==> src/rtl/rom_upload_reader.sv <==
// HPS upload read-back responder: serves 16-bit ioctl reads from DDRAM through a
// single 64-bit line cache, using the toggle req/ack handshake on the ddram read side.
module rom_upload_reader #(
  parameter int unsigned ADDR_W = 25
) (
  input  logic              clk_sys,
  input  logic              RESET_N,
  input  logic              ioctl_upload,
  input  logic              ioctl_rd,
  input  logic [ADDR_W-1:0] ioctl_addr,
  output logic [15:0]       ioctl_din,
  output logic              ioctl_wait,
  output logic [ADDR_W-1:0] mem_rdaddr,
  output logic              mem_rd_req,
  input  logic              mem_rd_ack,
  input  logic [63:0]       mem_dout
);

  localparam int unsigned TAG_W = ADDR_W - 3;

  typedef enum logic [1:0] {
    S_INIT,
    S_IDLE,
    S_FETCH,
    S_DRAIN
  } state_t;

  state_t           state;
  logic [63:0]      line;
  logic [TAG_W-1:0] tag;
  logic             valid;
  logic             upload_q;
  logic [1:0]       lane_q;

  logic             upload_rise_c;
  logic [TAG_W-1:0] addr_tag_c;
  logic             hit_c;
  logic             ack_c;
  logic             unused_addr_lsb;

  // Word reads only: the byte-select bit carries no information.
  assign unused_addr_lsb = ioctl_addr[0];

  assign upload_rise_c = ioctl_upload & ~upload_q;
  assign addr_tag_c    = ioctl_addr[ADDR_W-1:3];
  // A new session invalidates the line before a coincident read can hit it.
  assign hit_c         = valid & ~upload_rise_c & (tag == addr_tag_c);
  assign ack_c         = (mem_rd_ack == mem_rd_req);

  // Pick one 16-bit lane and undo the download byte swap.
  function automatic logic [15:0] lane_swap(input logic [63:0] d, input logic [1:0] k);
    logic [15:0] l;
    case (k)
      2'd0:    l = d[15:0];
      2'd1:    l = d[31:16];
      2'd2:    l = d[47:32];
      default: l = d[63:48];
    endcase
    return {l[7:0], l[15:8]};
  endfunction

  always_ff @(posedge clk_sys or negedge RESET_N) begin
    if (!RESET_N) begin
      state      <= S_INIT;
      line       <= 64'd0;
      tag        <= TAG_W'(0);
      valid      <= 1'b0;
      upload_q   <= 1'b0;
      lane_q     <= 2'd0;
      ioctl_din  <= 16'd0;
      ioctl_wait <= 1'b0;
      mem_rdaddr <= ADDR_W'(0);
      mem_rd_req <= 1'b0;
    end else begin
      upload_q <= ioctl_upload;
      if (upload_rise_c) valid <= 1'b0;

      case (state)
        S_INIT: begin
          // Adopt the current ack phase so a stale ack is never taken as new.
          mem_rd_req <= mem_rd_ack;
          state      <= S_IDLE;
        end

        S_IDLE: begin
          if (ioctl_rd && ioctl_upload) begin
            lane_q <= ioctl_addr[2:1];
            if (hit_c) begin
              ioctl_din <= lane_swap(line, ioctl_addr[2:1]);
            end else begin
              ioctl_wait <= 1'b1;
              mem_rdaddr <= {addr_tag_c, 3'b000};
              mem_rd_req <= ~mem_rd_req;
              state      <= S_FETCH;
            end
          end
        end

        S_FETCH: begin
          if (!ioctl_upload) begin
            valid <= 1'b0;
            state <= S_DRAIN;
          end else if (ack_c) begin
            line       <= mem_dout;
            tag        <= mem_rdaddr[ADDR_W-1:3];
            valid      <= 1'b1;
            ioctl_din  <= lane_swap(mem_dout, lane_q);
            ioctl_wait <= 1'b0;
            state      <= S_IDLE;
          end
        end

        S_DRAIN: begin
          // Outstanding toggle cannot be withdrawn; swallow its data.
          if (ack_c) begin
            ioctl_wait <= 1'b0;
            state      <= S_IDLE;
          end
        end

        default: state <= S_INIT;
      endcase
    end
  end

endmodule

==> config.mk <==
export PLATFORM = sky130hd
export DESIGN_NAME = rom_upload_reader
export DESIGN_NICKNAME = d
export VERILOG_FILES = /design/src/rtl/rom_upload_reader.sv
export SDC_FILE = /design/constraint.sdc
export NUM_CORES = 1
export LEC_CHECK = 0
export BUFFER_PORTS_ARGS = -buffer_cell sky130_fd_sc_hd__buf_2
export CORE_UTILIZATION = 54
export DETAILED_ROUTE_END_ITERATION = 8
export MAX_ROUTING_LAYER = met4
export PLACE_DENSITY = 0.79
export SLEW_MARGIN = 20
export SYNTH_ARGS = -nofsm -noshare
export SYNTH_HDL_FRONTEND = slang
export SYNTH_SLANG_ARGS = --single-unit
==> constraint.sdc <==
create_clock -name clk_sys -period 2.7 [get_ports clk_sys]
set_input_delay 0.405 -clock clk_sys [delete_from_list [all_inputs] [get_ports clk_sys]]
set_output_delay 0.405 -clock clk_sys [all_outputs]
set_load 0.1 [all_outputs]
**Yosys cells after proc, flatten, opt, wreduce, memory -nomap -nowiden**

Index checks and enable logic that the tools add are counted.

- Bits in registers: 132
- Bits of input ports: 94
- Output and inout port bits: 43
- Logic and storage cells: 69

- Equality and inequality tests: 14
- Muxes and demuxes: 24
- Bitwise gates (word level): 7
- Reductions and logical operators: 14

Operators by type and width:

| operator | count |
|---|---|
| $pmux 16 s3 | 2 |
| $mux 16 | 4 |
| $pmux 16 s2 | 1 |
| $eq 22x22->1 | 1 |
| $mux 1 | 10 |
| $ne 2x2->1 const B | 5 |
| $reduce_and 3->1 | 3 |
| $eq 2x2->1 const B | 4 |
| $mux 2 | 4 |
| $pmux 2 s4 | 1 |
| $eq 2x1->1 const B | 3 |
| $logic_not 2->1 | 3 |
| $reduce_and 5->1 | 1 |
| $not 1->1 | 4 |
| $reduce_and 2->1 | 2 |
| $reduce_and 4->1 | 1 |
| $reduce_bool 2->1 | 2 |
| $and 1x1->1 | 3 |
| $pmux 1 s3 | 1 |
| $reduce_bool 3->1 | 1 |
| $pmux 1 s2 | 1 |
| $eq 1x1->1 | 1 |
| $logic_and 1x1->1 | 1 |

**Depth between registers and ports, before layout**

- Depth after elaboration: 8
- Mapped depth: 8
- Gate-level depth less buffers: 6

**Worst setup path before layout**

No wires, ideal clock.

- Kind: reg2reg
- Start point: register mem_rd_req
- End point: register tag[20]
- Setup time: 126 ps
- Arrival time: 2359 ps
- Slack: 215 ps
- Cell stages (with the launch flop): 6
- Period minus slack after synthesis: 2485 ps
- Cells stage by stage: dfrtp_1 > xor2_1 > nor3_1 > buf_2 > buf_2 > mux2_2

- Cells in the longest elaborated chain, start to end: 2

Ends and longest elaborated chain:

| what | RTL line | RTL |
|---|---|---|
| start: declaration | 14 | `output logic mem_rd_req,` |
| start signal: assignment | 81 | `mem_rd_req <= mem_rd_ack;` |
| start signal: assignment | 93 | `mem_rd_req <= ~mem_rd_req;` |
| $eq 1x1->1 | 48 | `assign ack_c = (mem_rd_ack == mem_rd_req);` |
| $reduce_and 3->1 (no line) | -- |  |
| end signal: assignment | 105 | `tag <= mem_rdaddr[ADDR_W-1:3];` |
| end: declaration | 30 | `logic [TAG_W-1:0] tag;` |

No other way between the ends.
A chain may end at the register's enable or synchronous reset.

**Final worst setup path**

- Start point: register tag[15]
- End point: register ioctl_din[6]

- Cells in the longest elaborated chain, start to end: 4

Ends and longest elaborated chain:

| what | RTL line | RTL |
|---|---|---|
| $eq 22x22->1 | 47 | `assign hit_c = valid & ~upload_rise_c & (tag == addr_tag_c);` |
| $and 1x1->1 | 47 |  |
| $ne 2x2->1 (no line) | -- |  |
| $reduce_and 5->1 (no line) | -- |  |
| end signal: assignment | 89 | `ioctl_din <= lane_swap(line, ioctl_addr[2:1]);` |
| end signal: assignment | 107 | `ioctl_din <= lane_swap(mem_dout, lane_q);` |
| end: declaration | 11 | `output logic [15:0] ioctl_din,` |

No other way between the ends.

==> metrics.md <==
| Metric | Value |
|---|---|
| Placed insts | `684` |
| Crit Path Class | `reg2reg` |
| Starting DRC count in detailed routing | `151` |
| Clock slew seen by the registers of the worst setup and hold paths | `approximately 0.06 ns` |
| Post-synth EDFFs | `0` |
| Int Power | `between 5 and 6 mW` |
| Power share of the combinational group | `46.2%` |
| Final Skew | `0.00748 ns` |
| Vias | `3,991` |
| Antenna fix cells | `0` |
| GRT overflow | `0` |
| Sw Share | `~44%` |
| Async S/R FF share, synth | `100%` |
| Global-route wire length before repair | `about 21,000 um` |
| Most frequent cells in the layout | `dfrtp_1, buf_2, mux2_2` |
| Final hold vios | `0` |
| Net switching power | `4.55 mW` |
| Total power | `10.4 mW` |
| Drt via density | `5.57` |
| Detailed-router iteration count before antenna repair | `4` |
| Fillers | `~770` |
| WL/cell | `18.6 um` |
| Clk_lat worst skew | `0.41 ns` |
| Slowest-stage cell, CP | `dfrtp_1` |
| Setup TNS | `0 ns` |
| DRC | `0` |
| Clock Tree Buf Depth | `2` |
| Worst path max stage delay | `0.38 ns` |
| Synth cell types | `32` |
| Cts hold-fix bufs | `0` |
| Leak | `roughly 3.6 nW` |
| Max-cap check violation count | `0` |
| Final #Nets | `657` |
| Dpl ws | `0.243 ns` |
| Post-Synthesis Cells | `between 400 and 500` |
| #FFs+latches synth | `132` |
| Layout cell share with drive strength beyond 1 | `between 50% and 60%` |
| Routability cong. | `0.766` |
| Syn Area/Cell | `14.7 um^2` |
| Placed Area | `7080 um^2` |
| Finish-stage setup viols | `0` |
| Final worst slack | `0.399 ns` |
| Root Driver | `clkbuf_16` |
| Post-CTS setup buffers | `0` |
| DRT Wirelength | `roughly 13,000 um` |
| Initial antenna violation count | `0` |
| Core area | `11,000 um^2` |
| Ranking of synthesized cells by area | `dfrtp_1, mux2_2, mux4_2` |
| WP data required | `3.00 ns` |
| DIE AREA | `12,000 um^2` |
| Post-DRT Antenna Nets | `0` |
| Die Span Y | `109 um` |
| Crit-path leading delay family | `simple AND/OR/NAND/NOR gates` |
| Crit path max fanout | `9` |
| Row count | `38` |
| Slew HR | `52.2%` |
| Max Slew Vio Count | `0` |
| Status | `finished clean` |
| Post-cts repair resize count | `0` |
| Post-Syn Area | `6240 um^2` |
| Non-filler cells, final | `716` |
| Worst path cell trace | `xnor2_1, nand4_1, nor4_1, nand4_2, a211oi_4, buf_4, mux2_4` |
| CTS tree | `built` |
| Number of global-route vias before repair | `4,279` |
| Final instance area | `roughly 7600 um^2` |
| Starting Density | `a little under three fifths` |
| Total GRT Usage | `roughly 25%` |
| Worst-Margin Slew | `0.717 ns` |
| Period utilization | `85.2%` |
| Clock power share | `between 15 and 20%` |
| Seq pwr share | `34.0%` |
| H-tree depth | `4` |
| Most used DFF post-synth | `dfrtp_1` |
| VDD IR max | `973 uV` |
| Yosys top cell by area | `dfrtp_1` |
| Num CTS Buffers | `17` |
| IO Count | `137` |
| RSZ-0062 raised after global routing | `false` |
| Clk sinks | `approximately 130` |
| Die W | `about 110 um` |
| Final min period | `2.30 ns` |
| Sequential-to-total area share from yosys stat | `52.9%` |
| Critical Path End Type | `flip-flop` |
| Largest net degree at the start of global routing | `79` |
| DPL Wire Length | `9090 um` |
| Layout area overhead | `22.0%` |
| Achievable Freq | `between 400 and 500 MHz` |
| Yosys warning count | `0` |
| Top cell type's share of synthesized area | `52.9%` |
| Most common cell after layout, fill and taps aside | `dfrtp_1` |
| Pwr/cell area | `1370 nW/um^2` |
| Class of the worst hold path | `in2async` |
| CP bufs+invs | `1` |
| WP data arrival | `approximately 2.6 ns` |
| Startpoint Class | `flip-flop` |
| PortBufs | `132` |
## area by class of cell
type	count	area, um^2	share of cell area [%]
flip-flops and latches	132	3300	43.4
clock inverters	4	20.0	0.263
clock buffers	28	517	6.79
inverters	1	3.75	0.0493
well taps	140	175	2.30
repair buffers	145	790	10.4
multi-input cells	266	2800	36.8
## per-layer routing
| layer | vias up | part of all wire, % | global-route usage [%] |
|---|---|---|---|
| met3 | 22 | 5.2 | 6.46 |
| met1 | 2030 | 41 | 30.3 |
| met5 | - | 0 | - |
| met2 | 127 | 52 | 41.6 |
| met4 | 0 | 1.8 | 8.67 |
| li1 | 1812 | - | - |
## state kept, by name, indices dropped and copies added (netlist names)
register,cells
tag,22
mem_rd_req,1
upload_q,1
valid,1
state,2
ioctl_wait,1
mem_rdaddr,22
lane_q,2
line,64
ioctl_din,16
## cells in the mapped netlist (2+ instances only)
master / instances
o21ai_0: 3
buf_4: 3
buf_2: 15
xnor2_1: 17
nor2_1: 4
mux2_2: 100
nand4_1: 5
a21oi_1: 2
mux2_1: 16
xor2_1: 6
buf_1: 3
mux2_4: 10
nand2b_1: 3
nor2b_1: 4
nand3_1: 2
clkbuf_1: 6
nand2_1: 49
mux4_2: 32
dfrtp_1: 132
## worst reg2reg max path: stages (launching register included)
cell and delay [ns]:
dfrtp_1 0.38, xnor2_1 0.17, nand4_1 0.13, nor4_1 0.34, nand4_2 0.24, a211oi_4 0.31
buf_4 0.28, mux2_4 0.33
## worst paths after layout
| path | from | endpoint | slack [ns] | cells past startpoint |
|---|---|---|---|---|
| min in group clk_sys | ioctl_upload | upload_q$_DFF_PN0_ | 0.21 | 1 |
| worst min register to register | line[41]$_DFFE_PN0P_ | line[41]$_DFFE_PN0P_ | 0.50 | 1 |
| max in group asynchronous | RESET_N | line[22]$_DFFE_PN0P_ | 1.93 | 2 |
| worst min-delay path | RESET_N | mem_rdaddr[8]$_DFFE_PN0P_ | 0.03 | 1 |
| worst max register to register | tag[15]$_DFFE_PN0P_ | ioctl_din[6]$_DFFE_PN0P_ | 0.40 | 7 |
| worst max-delay path | tag[15]$_DFFE_PN0P_ | ioctl_din[6]$_DFFE_PN0P_ | 0.40 | 7 |
## logic make-up (layout without fill, tap and decap cells)
group / count (synthesis) / count (layout) / synth area share (%)
other cells: 1 / 3 / 0.0601
mux: 158 / 158 / 34.9
compound gates: 11 / 11 / 1.34
xor+xnor: 23 / 23 / 3.23
simple gates: 71 / 71 / 5.13
buf+inv: 29 / 178 / 2.41
flops: 132 / 132 / 52.9
## power groups by stage
stage	Combinational [mW]	Clock, mW	Sequential [mW]
after floorplan	1.91	0	5.52
after global placement	4.73	0	3.47
after detailed placement	4.85	0	3.56
after CTS	4.87	2.10	3.54
after global routing	5.08	2.18	3.66
final	4.82	2.06	3.55
## stage by stage
step	util, %	hold WS, ns
finish	69.0	0.0334
global route	69.0	0.0782
CTS	69.0	0.0501
detailed placement	64.1	0.487
global placement	64.1	0.478
floorplan	-	0.109
(Power assumes the default switching activity.)
